## config.mk

```make
export PLATFORM = sky130hd
export DESIGN_NAME = muldiv_unit_flat
export DESIGN_NICKNAME = d
export VERILOG_FILES = /design/src/rtl/muldiv_unit_if.sv /design/src/rtl/muldiv_unit.sv /design/src/flat_wrapper.sv
export SDC_FILE = /design/constraint.sdc
export NUM_CORES = 1
export LEC_CHECK = 0
export ABC_AREA = 1
export CAP_MARGIN = 20
export CELL_PAD_IN_SITES_DETAIL_PLACEMENT = 0
export CELL_PAD_IN_SITES_GLOBAL_PLACEMENT = 2
export CORE_ASPECT_RATIO = 1.1
export CORE_MARGIN = 4
export CORE_UTILIZATION = 32
export CTS_BUF_LIST = sky130_fd_sc_hd__clkbuf_8 sky130_fd_sc_hd__clkbuf_16
export DETAILED_ROUTE_END_ITERATION = 10
export PLACE_DENSITY_LB_ADDON = 0.12
export SETUP_SLACK_MARGIN = 0.3
export SLEW_MARGIN = 0
export SYNTH_ARGS = -nofsm -noshare
export SYNTH_HDL_FRONTEND = slang
export SYNTH_SLANG_ARGS = --single-unit
```

## constraint.sdc

```tcl
create_clock -name clk -period 5.55 [get_ports clk]
set_clock_uncertainty 0.05 [all_clocks]
set_input_delay 1.11 -clock clk [delete_from_list [all_inputs] [get_ports clk]]
set_output_delay 1.11 -clock clk [all_outputs]
set_load 0.02 [all_outputs]
```

## src/rtl/muldiv_unit_if.sv

```systemverilog
// Request/response bundle between the execute stage and muldiv_unit.
// The master drives requests, flush and out_ready; the slave drives results.
interface muldiv_unit_if #(
  parameter int WIDTH = 32
);
  logic             flush;
  logic             in_valid;
  logic             in_ready;
  logic [2:0]       op;
  logic [WIDTH-1:0] a;
  logic [WIDTH-1:0] b;
  logic             out_valid;
  logic             out_ready;
  logic [WIDTH-1:0] result;
  logic             div_zero;

  modport master (
    output flush, in_valid, op, a, b, out_ready,
    input  in_ready, out_valid, result, div_zero
  );

  modport slave (
    input  flush, in_valid, op, a, b, out_ready,
    output in_ready, out_valid, result, div_zero
  );
endinterface

```

## src/rtl/muldiv_unit.sv

```systemverilog
// Iterative M-extension multiply/divide unit: shift-add multiply and
// restoring divide on magnitudes, STEP bits per busy cycle.
module muldiv_unit #(
  parameter int WIDTH = 32,
  parameter int STEP  = 1
) (
  input  logic         clk,
  input  logic         rst,
  muldiv_unit_if.slave bus
);
  localparam int CYC = WIDTH / STEP;
  localparam int CW  = (CYC > 1) ? $clog2(CYC) : 1;
  localparam logic [CW-1:0] CNT_LD = CW'(CYC - 1);
  localparam logic [WIDTH-1:0] MIN_NEG =
    {1'b1, {(WIDTH-1){1'b0}}};

  typedef enum logic [1:0] {
    IDLE = 2'd0,
    BUSY = 2'd1,
    DONE = 2'd2
  } state_e;

  state_e state_q, state_d;

  logic [CW-1:0]      cnt_q, cnt_d;
  logic [2*WIDTH-1:0] acc_q, acc_d, acc_it, full;
  logic [WIDTH-1:0]   opnd_q, opnd_d;
  logic [WIDTH-1:0]   res_q, res_d, fix;
  logic [WIDTH-1:0]   q_s, r_s;
  logic [2:0]         op_q, op_d;
  logic               neg_q, neg_d;
  logic               dz_q, dz_d;

  logic               accept, a_sgn, b_sgn;
  logic               bz, ovf, fast;
  logic [WIDTH-1:0]   a_mag, b_mag;
  logic [WIDTH:0]     diff, sm;

  // Request decode: sign flags, magnitudes, special cases
  always_comb begin
    accept = bus.in_valid && (state_q == IDLE)
             && !bus.flush;
    if (bus.op[2]) begin
      a_sgn = !bus.op[0] && bus.a[WIDTH-1];
      b_sgn = !bus.op[0] && bus.b[WIDTH-1];
    end else begin
      a_sgn = ((bus.op[1:0] == 2'd1)
               || (bus.op[1:0] == 2'd2))
              && bus.a[WIDTH-1];
      b_sgn = (bus.op[1:0] == 2'd1)
              && bus.b[WIDTH-1];
    end
    a_mag = a_sgn ? -bus.a : bus.a;
    b_mag = b_sgn ? -bus.b : bus.b;
    bz    = bus.op[2] && (bus.b == '0);
    ovf   = bus.op[2] && !bus.op[0]
            && (bus.a == MIN_NEG) && (bus.b == '1);
    fast  = bz || ovf;
  end

  always_comb begin
    acc_it = acc_q;
    diff   = '0;
    sm     = '0;
    for (int i = 0; i < STEP; i++) begin
      if (op_q[2]) begin
        diff = {acc_it[2*WIDTH-1:WIDTH],
                acc_it[WIDTH-1]}
               - {1'b0, opnd_q};
        if (!diff[WIDTH])
          acc_it = {diff[WIDTH-1:0],
                    acc_it[WIDTH-2:0], 1'b1};
        else
          acc_it = {acc_it[2*WIDTH-2:0], 1'b0};
      end else begin
        sm = {1'b0, acc_it[2*WIDTH-1:WIDTH]}
             + {1'b0, acc_it[0] ? opnd_q
                                : {WIDTH{1'b0}}};
        acc_it = {sm, acc_it[WIDTH-1:1]};
      end
    end
  end

  always_comb begin
    full = neg_q ? -acc_it : acc_it;
    q_s  = neg_q ? -acc_it[WIDTH-1:0]
                 : acc_it[WIDTH-1:0];
    r_s  = neg_q ? -acc_it[2*WIDTH-1:WIDTH]
                 : acc_it[2*WIDTH-1:WIDTH];
    fix  = '0;
    unique case (1'b1)
      (!op_q[2] && (op_q[1:0] == 2'd0)):
        fix = full[WIDTH-1:0];
      (!op_q[2] && (op_q[1:0] != 2'd0)):
        fix = full[2*WIDTH-1:WIDTH];
      (op_q[2] && !op_q[1]): fix = q_s;
      (op_q[2] && op_q[1]):  fix = r_s;
      default:               fix = '0;
    endcase
  end

  always_comb begin
    acc_d  = acc_q;
    opnd_d = opnd_q;
    cnt_d  = cnt_q;
    op_d   = op_q;
    neg_d  = neg_q;
    res_d  = res_q;
    dz_d   = dz_q;
    unique case (state_q)
      IDLE: begin
        if (accept) begin
          op_d  = bus.op;
          cnt_d = CNT_LD;
          dz_d  = bz;
          neg_d = (bus.op[2] && bus.op[1])
                  ? a_sgn : (a_sgn ^ b_sgn);
          if (bz)
            res_d = bus.op[1] ? bus.a : '1;
          else if (ovf)
            res_d = bus.op[1] ? '0 : bus.a;
          // Divide keeps the dividend low; multiply keeps the multiplier low
          if (bus.op[2]) begin
            acc_d  = {{WIDTH{1'b0}}, a_mag};
            opnd_d = b_mag;
          end else begin
            acc_d  = {{WIDTH{1'b0}}, b_mag};
            opnd_d = a_mag;
          end
        end
      end
      BUSY: begin
        acc_d = acc_it;
        if (cnt_q == '0) begin
          cnt_d = '0;
          res_d = fix;
        end else begin
          cnt_d = cnt_q - CW'(1);
        end
      end
      default: ;
    endcase
  end

  always_ff @(posedge clk) begin
    if (rst) state_q <= IDLE;
    else     state_q <= state_d;
  end

  always_comb begin
    state_d = state_q;
    if (bus.flush) begin
      state_d = IDLE;
    end else begin
      unique case (state_q)
        IDLE:
          if (bus.in_valid)
            state_d = fast ? DONE : BUSY;
        BUSY:
          if (cnt_q == '0) state_d = DONE;
        DONE:
          if (bus.out_ready) state_d = IDLE;
        default: state_d = IDLE;
      endcase
    end
  end

  always_comb begin
    bus.in_ready  = (state_q == IDLE);
    bus.out_valid = (state_q == DONE);
  end

  assign bus.result   = res_q;
  assign bus.div_zero = dz_q;

  always_ff @(posedge clk) begin
    if (rst) begin
      acc_q  <= '0;
      opnd_q <= '0;
      cnt_q  <= '0;
      op_q   <= '0;
      neg_q  <= 1'b0;
      res_q  <= '0;
      dz_q   <= 1'b0;
    end else begin
      acc_q  <= acc_d;
      opnd_q <= opnd_d;
      cnt_q  <= cnt_d;
      op_q   <= op_d;
      neg_q  <= neg_d;
      res_q  <= res_d;
      dz_q   <= dz_d;
    end
  end
endmodule

```

## src/flat_wrapper.sv

```systemverilog
// flat-port wrapper written by rule: the top's interface ports become plain ports
module muldiv_unit_flat 
#(
  parameter int WIDTH = 32,
  parameter int STEP  = 1
)
  (clk, rst, bus_flush, bus_in_valid, bus_op, bus_a, bus_b, bus_out_ready, bus_in_ready, bus_out_valid, bus_result, bus_div_zero);
  muldiv_unit_if #(.WIDTH(WIDTH)) bus_i ();
  input  logic clk;
  input  logic rst;
  input wire logic [$bits(bus_i.flush)-1:0] bus_flush;
  input wire logic [$bits(bus_i.in_valid)-1:0] bus_in_valid;
  input wire logic [$bits(bus_i.op)-1:0] bus_op;
  input wire logic [$bits(bus_i.a)-1:0] bus_a;
  input wire logic [$bits(bus_i.b)-1:0] bus_b;
  input wire logic [$bits(bus_i.out_ready)-1:0] bus_out_ready;
  output wire logic [$bits(bus_i.in_ready)-1:0] bus_in_ready;
  output wire logic [$bits(bus_i.out_valid)-1:0] bus_out_valid;
  output wire logic [$bits(bus_i.result)-1:0] bus_result;
  output wire logic [$bits(bus_i.div_zero)-1:0] bus_div_zero;
  assign bus_i.flush = bus_flush;
  assign bus_i.in_valid = bus_in_valid;
  assign bus_i.op = bus_op;
  assign bus_i.a = bus_a;
  assign bus_i.b = bus_b;
  assign bus_i.out_ready = bus_out_ready;
  assign bus_in_ready = bus_i.in_ready;
  assign bus_out_valid = bus_i.out_valid;
  assign bus_result = bus_i.result;
  assign bus_div_zero = bus_i.div_zero;
  muldiv_unit #(.WIDTH(WIDTH), .STEP(STEP)) u_core (.clk(clk), .rst(rst), .bus(bus_i));
endmodule
```

==> results_dict.tcl, run 1 <==
set metrics [dict create \
    met2_length_um 45100 \
    required_ns 5.83 \
    cpPeakStageDelay_ns 0.39 \
    end_kind "flip-flop" \
    drtIter0Drc 1778 \
    die-area_um2 59200 \
    hold_path_class "reg2reg" \
    crit_fanout 19 \
    maxSlewHeadroom_pct 33.8 \
    worst_pin_slew_ns 0.989 \
    syn_nets 3396 \
    power.total_mw 4.37 \
    wl_met1_um 38900 \
    max_freq_ghz 0.207 \
    htree_levels 4 \
    vdd_drop_max_v 0.000228 \
    n_fill_cell 6352 \
    synthCells 3251 \
    worstSetupPathType "reg2reg" \
    layout-drive-gt1-share_pct 6.93 \
    wire_per_inst_um 23.0 \
    clk_latency_ns 0.49 \
    crit_path_start_kind "flip-flop" \
    cts_root_buf "clkbuf_16" \
    antenna_found_initial 1 \
    initial_utilization_pct 32.3 \
    num_io_pins 107 \
    cts_sinks 140 \
    via_per_inst 5.25 \
    synth-seq-cells 140 \
    cts.clk_slew.worst_paths_ns 0.07 \
    ctsHoldBuffers 0 \
    holdWs_ns 0.420 \
    synth_cell_types 59 \
    grt_pass1_vias 20700 \
    die_w_um 232 \
    ys_seq_area_share_pct 15.8 \
    antennaDiodeCount 0 \
    rsz0062_at_grt "no" \
    timing.critical_path.mode_cell "nand2_1" \
    rows 90 \
    wirelength_um 93400 \
    die_h_um 255 \
    critical_path_arrival_ns 5.10 \
    synth_area_per_cell_um2 5.45 \
    numPortBuffers 106 \
    drv_slew 0 \
    syn2layout_area_growth_pct 14.5 \
    maxCapViolations 0 \
    critPathSlowestCell "fa_1" \
    power_density_nw_per_um2 215 \
    netlist_area_um2 17700 \
    core_um2 54800 \
    antenna_left 0 \
    setup_tns_ns 0 \
    period_needed_ns 4.82 \
    crit_buf_inv 4 \
    firstDrtPassIters 6 \
    overflow 0 \
    synthArstFlopShare_pct 0 \
    track_usage_pct 31.0 \
    gp_congestion 0.944 \
    finalHoldViolations 0 \
    hpwl_um 76500 \
    grt_pass1_wl_um 135000 \
    synth_edf_count 0 \
    numCtsBuffers 17 \
    cts_buffer_depth 2 \
    p_leak_nw 10.2 \
    critPathTopFamily "simple AND/OR/NAND/NOR gates" \
    setup_viol 0 \
    yosys_warnings 0 \
    synth_flop_cell "dfxtp_1" \
    status "completed" \
    wl_met3_um 3930 \
    cts_tree "done" \
    highest_layer "met5" \
    grt_max_degree 67 \
    nets 3466 \
    min_period_over_period_pct 86.9 \
    drc 0 \
    vias 21400 \
]
-- flip-flops by register name (all words and copies together), names as in the netlist --
register	count
u_core.acc_q	64
u_core.bus.result	32
u_core.opnd_q	32
u_core.cnt_q	5
u_core.op_q	3
u_core.state_q	2
u_core.bus.div_zero	1
u_core.neg_q	1
-- path summary, 6_finish.rpt --
path | startpoint | to | slack [ns] | depth (start not counted)
max | u_core.acc_q[31] | u_core.bus.result[14] | 0.73 | 28
min | u_core.bus.result[17] | u_core.bus.result[17] | 0.42 | 2
max reg2reg | u_core.acc_q[31] | u_core.bus.result[14] | 0.73 | 28
min reg2reg | u_core.bus.result[17] | u_core.bus.result[17] | 0.42 | 2
-- power by group --
group / leakage (nW) / internal (mW) / switching [mW] / total (mW)
sequential: 1.14 / 1.05 / 0.0463 / 1.10
clock: 0.308 / 0.715 / 0.548 / 1.26
combinational: 8.75 / 0.576 / 1.43 / 2.01
total: 10.2 / 2.34 / 2.02 / 4.36
-- kinds of logic after synthesis --
logic type	count (synthesis)	synth area share, %
adders and majority gates	73	5.24
AOI/OAI and AO/OA	499	16.3
DFF	140	15.8
xor gates and xnor gates	101	4.99
buffers and inverters	620	13.7
and+or+nand+nor	1818	44.0
-- final cells by class --
class	instances	area, um^2	area share (%)
timing repair buffer	169	1530	7.54
multi-input combinational	2491	12500	61.8
inverter	502	1890	9.29
sequential	140	2810	13.8
tap	736	921	4.54
clock buffer	20	478	2.36
clock inverter	12	131	0.648
-- synthesized netlist by cell type (11+ instances only) --
library cell  count  area (um^2)
o21ai_1          13         65.1
clkbuf_1         73          274
nor2_2           13         81.3
o31ai_1          11         82.6
o221ai_1         17          149
o22ai_1          16          100
a31oi_1          12         75.1
dfxtp_1         140         2800
a22oi_1          11         82.6
o211ai_1         13         97.6
nand2_2          43          269
a21oi_1         201         1010
o21ai_0         158          791
inv_1           486         1820
buf_1            16         60.1
nor2_1          348         1310
xor2_1           69          604
nor3_1           31          155
nand4_1          38          238
ha_1             71          888
nand2_1        1034         3880
xnor2_1          32          280
nand3b_1         17          128
nor4_1           14         87.6
nand3_1         226         1130
o2111ai_1        11         96.3
nand3_2          16          160
buf_2            21          105
-- worst register-to-register path, delay by kind of cell (launching register included) --
kind                       cells  cell delay, ns
and+or+nand+nor               17            2.31
adders and majority gates      3            0.87
AOI/OAI and AO/OA              3            0.49
buffers and inverters          4            0.47
DFF                            1            0.31
xor gates and xnor gates       1            0.16
-- routing by layer --
layer | vias to the layer above | GRT usage (%)
met2 | 665 | 54.5
met4 | 2 | 16.0
met1 | 10100 | 37.1
met3 | 161 | 3.74
li1 | 10500 | -
met5 | - | 0
-- what timing repair did --
item	in CTS	in global routing
setup endpoints to repair	0	16
gates resized for setup	0	6
setup buffers	0	2
-- layout by cell type, fill, tap and decap left out, types with 11 or more instances in the layout --
cell and n:
a21oi_1 201, a22oi_1 11, a31oi_1 12, buf_4 63, clkbuf_16 18, clkdlybuf4s50_1 105
dfxtp_1 137, ha_1 71, inv_1 487, nand2_1 1033, nand2_2 43, nand3_1 226
nand3_2 15, nand3b_1 17, nand4_1 38, nor2_1 343, nor2_2 15, nor2_4 11
nor3_1 31, nor4_1 14, o2111ai_1 11, o211ai_1 13, o21ai_0 158, o21ai_1 13
o221ai_1 17, o22ai_1 16, o31ai_1 11, xnor2_1 32, xor2_1 69
-- per-stage QoR --
| stage | util [%] | area, um^2 | worst slack (ns) | cells |
|---|---|---|---|---|
| final | 37.0 | 20300 | 0.728 | 4070 |
| after global routing | 37.0 | 20300 | 0.327 | 4070 |
| after CTS | 36.9 | 20200 | 0.445 | 4068 |
| after detailed placement | 35.8 | 19600 | 0.478 | 4036 |
| after global placement | 35.8 | 19600 | 0.480 | 4036 |
| after floorplan | - | 17700 | 1.59 | 3251 |
(Power assumes the default switching activity.)
==> run 2, diff against run 1 <==
- CAP_MARGIN: 20 -> 10
- SLEW_MARGIN: 0 -> 30
==> results_dict.tcl, run 2 (synthesis gave the netlist of run 1 again) <==
set metrics [dict create \
    switching_share_pct 46.3 \
    setup_viol 0 \
    crit_path_start_kind "flip-flop" \
    die_h_um 255 \
    cts.clk_slew.worst_paths_ns 0.07 \
    drc 0 \
    cts_tree "done" \
    largest_register_ffs 64 \
    critical_path_arrival_ns 5.10 \
    core_um2 54800 \
    design_area_um2 20300 \
    regMostFlops "u_core.acc_q" \
    grt_max_degree 67 \
    end_kind "flip-flop" \
    max_freq_ghz 0.207 \
    worstSetupPathType "reg2reg" \
    ctsHoldBuffers 0 \
    wire_per_inst_um 23.0 \
    track_usage_pct 31.0 \
    hpwl_um 76500 \
    wirelength_um 93400 \
    nets 3466 \
    p_leak_nw 10.2 \
    rows 90 \
    rsz0062_at_grt "no" \
    die-area_um2 59200 \
    antenna_found_initial 1 \
    worst_pin_slew_ns 0.989 \
    layout_commonest_cell "nand2_1" \
    grt_pass1_wl_um 135000 \
    syn2layout_area_growth_pct 14.5 \
    min_period_over_period_pct 86.8 \
    pwr-share-comb_pct 46.0 \
    maxSlewHeadroom_pct 34.1 \
    clk_latency_ns 0.49 \
    critPathSlowestCell "fa_1" \
    drv_slew 0 \
    cts_root_buf "clkbuf_16" \
    firstDrtPassIters 6 \
    intPower_mw 2.34 \
    vias 21300 \
    setup_tns_ns 0 \
    status "completed" \
    grt_pass1_vias 20700 \
    initial_utilization_pct 32.3 \
    p_seq_share_pct 25.1 \
    drtIter0Drc 1775 \
    p_sw_mw 2.02 \
    cts_sinks 140 \
    num_io_pins 107 \
    p_clk_share_pct 28.9 \
    gp_congestion 0.944 \
    layout-drive-gt1-share_pct 6.96 \
    cts_buffer_depth 2 \
    cpPeakStageDelay_ns 0.39 \
    dpl_cell_area_um2 19600 \
    numPortBuffers 106 \
    maxCapViolations 0 \
    finalHoldViolations 0 \
    hold_path_class "reg2reg" \
    timing.critical_path.mode_cell "nand2_1" \
    die_w_um 232 \
    numCtsBuffers 17 \
    crit_fanout 19 \
    period_needed_ns 4.82 \
    via_per_inst 5.24 \
    final_cell_mix "nand2_1, inv_1, nor2_1" \
    required_ns 5.83 \
    power_density_nw_per_um2 215 \
    htree_levels 4 \
    vdd_drop_max_v 0.000228 \
    antenna_left 0 \
    antennaDiodeCount 0 \
    overflow 0 \
]
## run 2: cell types whose count changed in the layout (fill, tap and decap cells not counted)
cell	change
nor2_1	-1
nor2_2	+1
## run 2: final timing paths
kind / start / endpoint / slack (ns) / depth (start not counted)
worst min register to register: u_core.bus.result[17] / u_core.bus.result[17] / 0.42 / 2
worst min-delay path: u_core.bus.result[17] / u_core.bus.result[17] / 0.42 / 2
worst max-delay path: u_core.acc_q[31] / u_core.bus.result[14] / 0.73 / 28
worst max register to register: u_core.acc_q[31] / u_core.bus.result[14] / 0.73 / 28
## run 2: per-stage QoR
| stage | utilization (%) | setup WS (ns) | hold slack (ns) | std cells | total power, mW |
|---|---|---|---|---|---|
| after floorplan | - | 1.59 | 0.400 | 3251 | 2.37 |
| after global placement | 35.8 | 0.480 | 0.404 | 4036 | 3.09 |
| after detailed placement | 35.8 | 0.478 | 0.406 | 4036 | 3.09 |
| after CTS | 36.9 | 0.445 | 0.419 | 4068 | 4.36 |
| after global routing | 37.0 | 0.327 | 0.434 | 4070 | 4.60 |
| final | 37.0 | 0.730 | 0.420 | 4070 | 4.36 |
## run 2: layout make-up
type	instances	area (um^2)
flip-flops and latches	140	2810
clock buffers	20	478
well taps	736	921
multi-input cells	2491	12500
inverters	502	1890
fillers	6351	34600
repair buffers	169	1530
clock inverters	12	131
## run 2: worst max-delay path, delay by kind of cell (launching register included)
family                   cells  cell delay, ns
flip-flops                   1            0.31
XOR/XNOR                     1            0.16
AO/OA/AOI/OAI                3            0.49
buffers and inverters        4            0.47
adder cells (fa/ha/maj)      3            0.87
AND/OR/NAND/NOR             17            2.29
## run 2: power by group through the flow
stage | Sequential (mW) | Clock [mW] | Combinational [mW]
2_1_floorplan | 1.10 | 0 | 1.27
3_3_place_gp | 1.12 | 0 | 1.97
3_5_place_dp | 1.12 | 0 | 1.97
4_1_cts | 1.09 | 1.29 | 1.98
5_1_grt | 1.10 | 1.32 | 2.18
6_report | 1.10 | 1.26 | 2.01
## run 2: metal layers
layer	routed length (um)	global-route usage [%]	up-vias	share of wire, %
met5	13	0	-	0.014
met4	5410	16.0	2	5.8
met3	3950	3.74	158	4.2
met2	45100	54.5	653	48
met1	38900	37.1	10100	42
li1	-	-	10500	-
## run 2: what timing repair did
item                                    4_1_cts  5_1_grt
buffers inserted                              0        2
resized for setup                             0        6
endpoints found under the setup margin        0       16
==> run 3, diff against run 2 <==
- ABC_CLOCK_PERIOD_IN_PS: default -> 5550
==> results of run 3 <==
No change in the layout: final DEF, timing and power equal those of run 2.
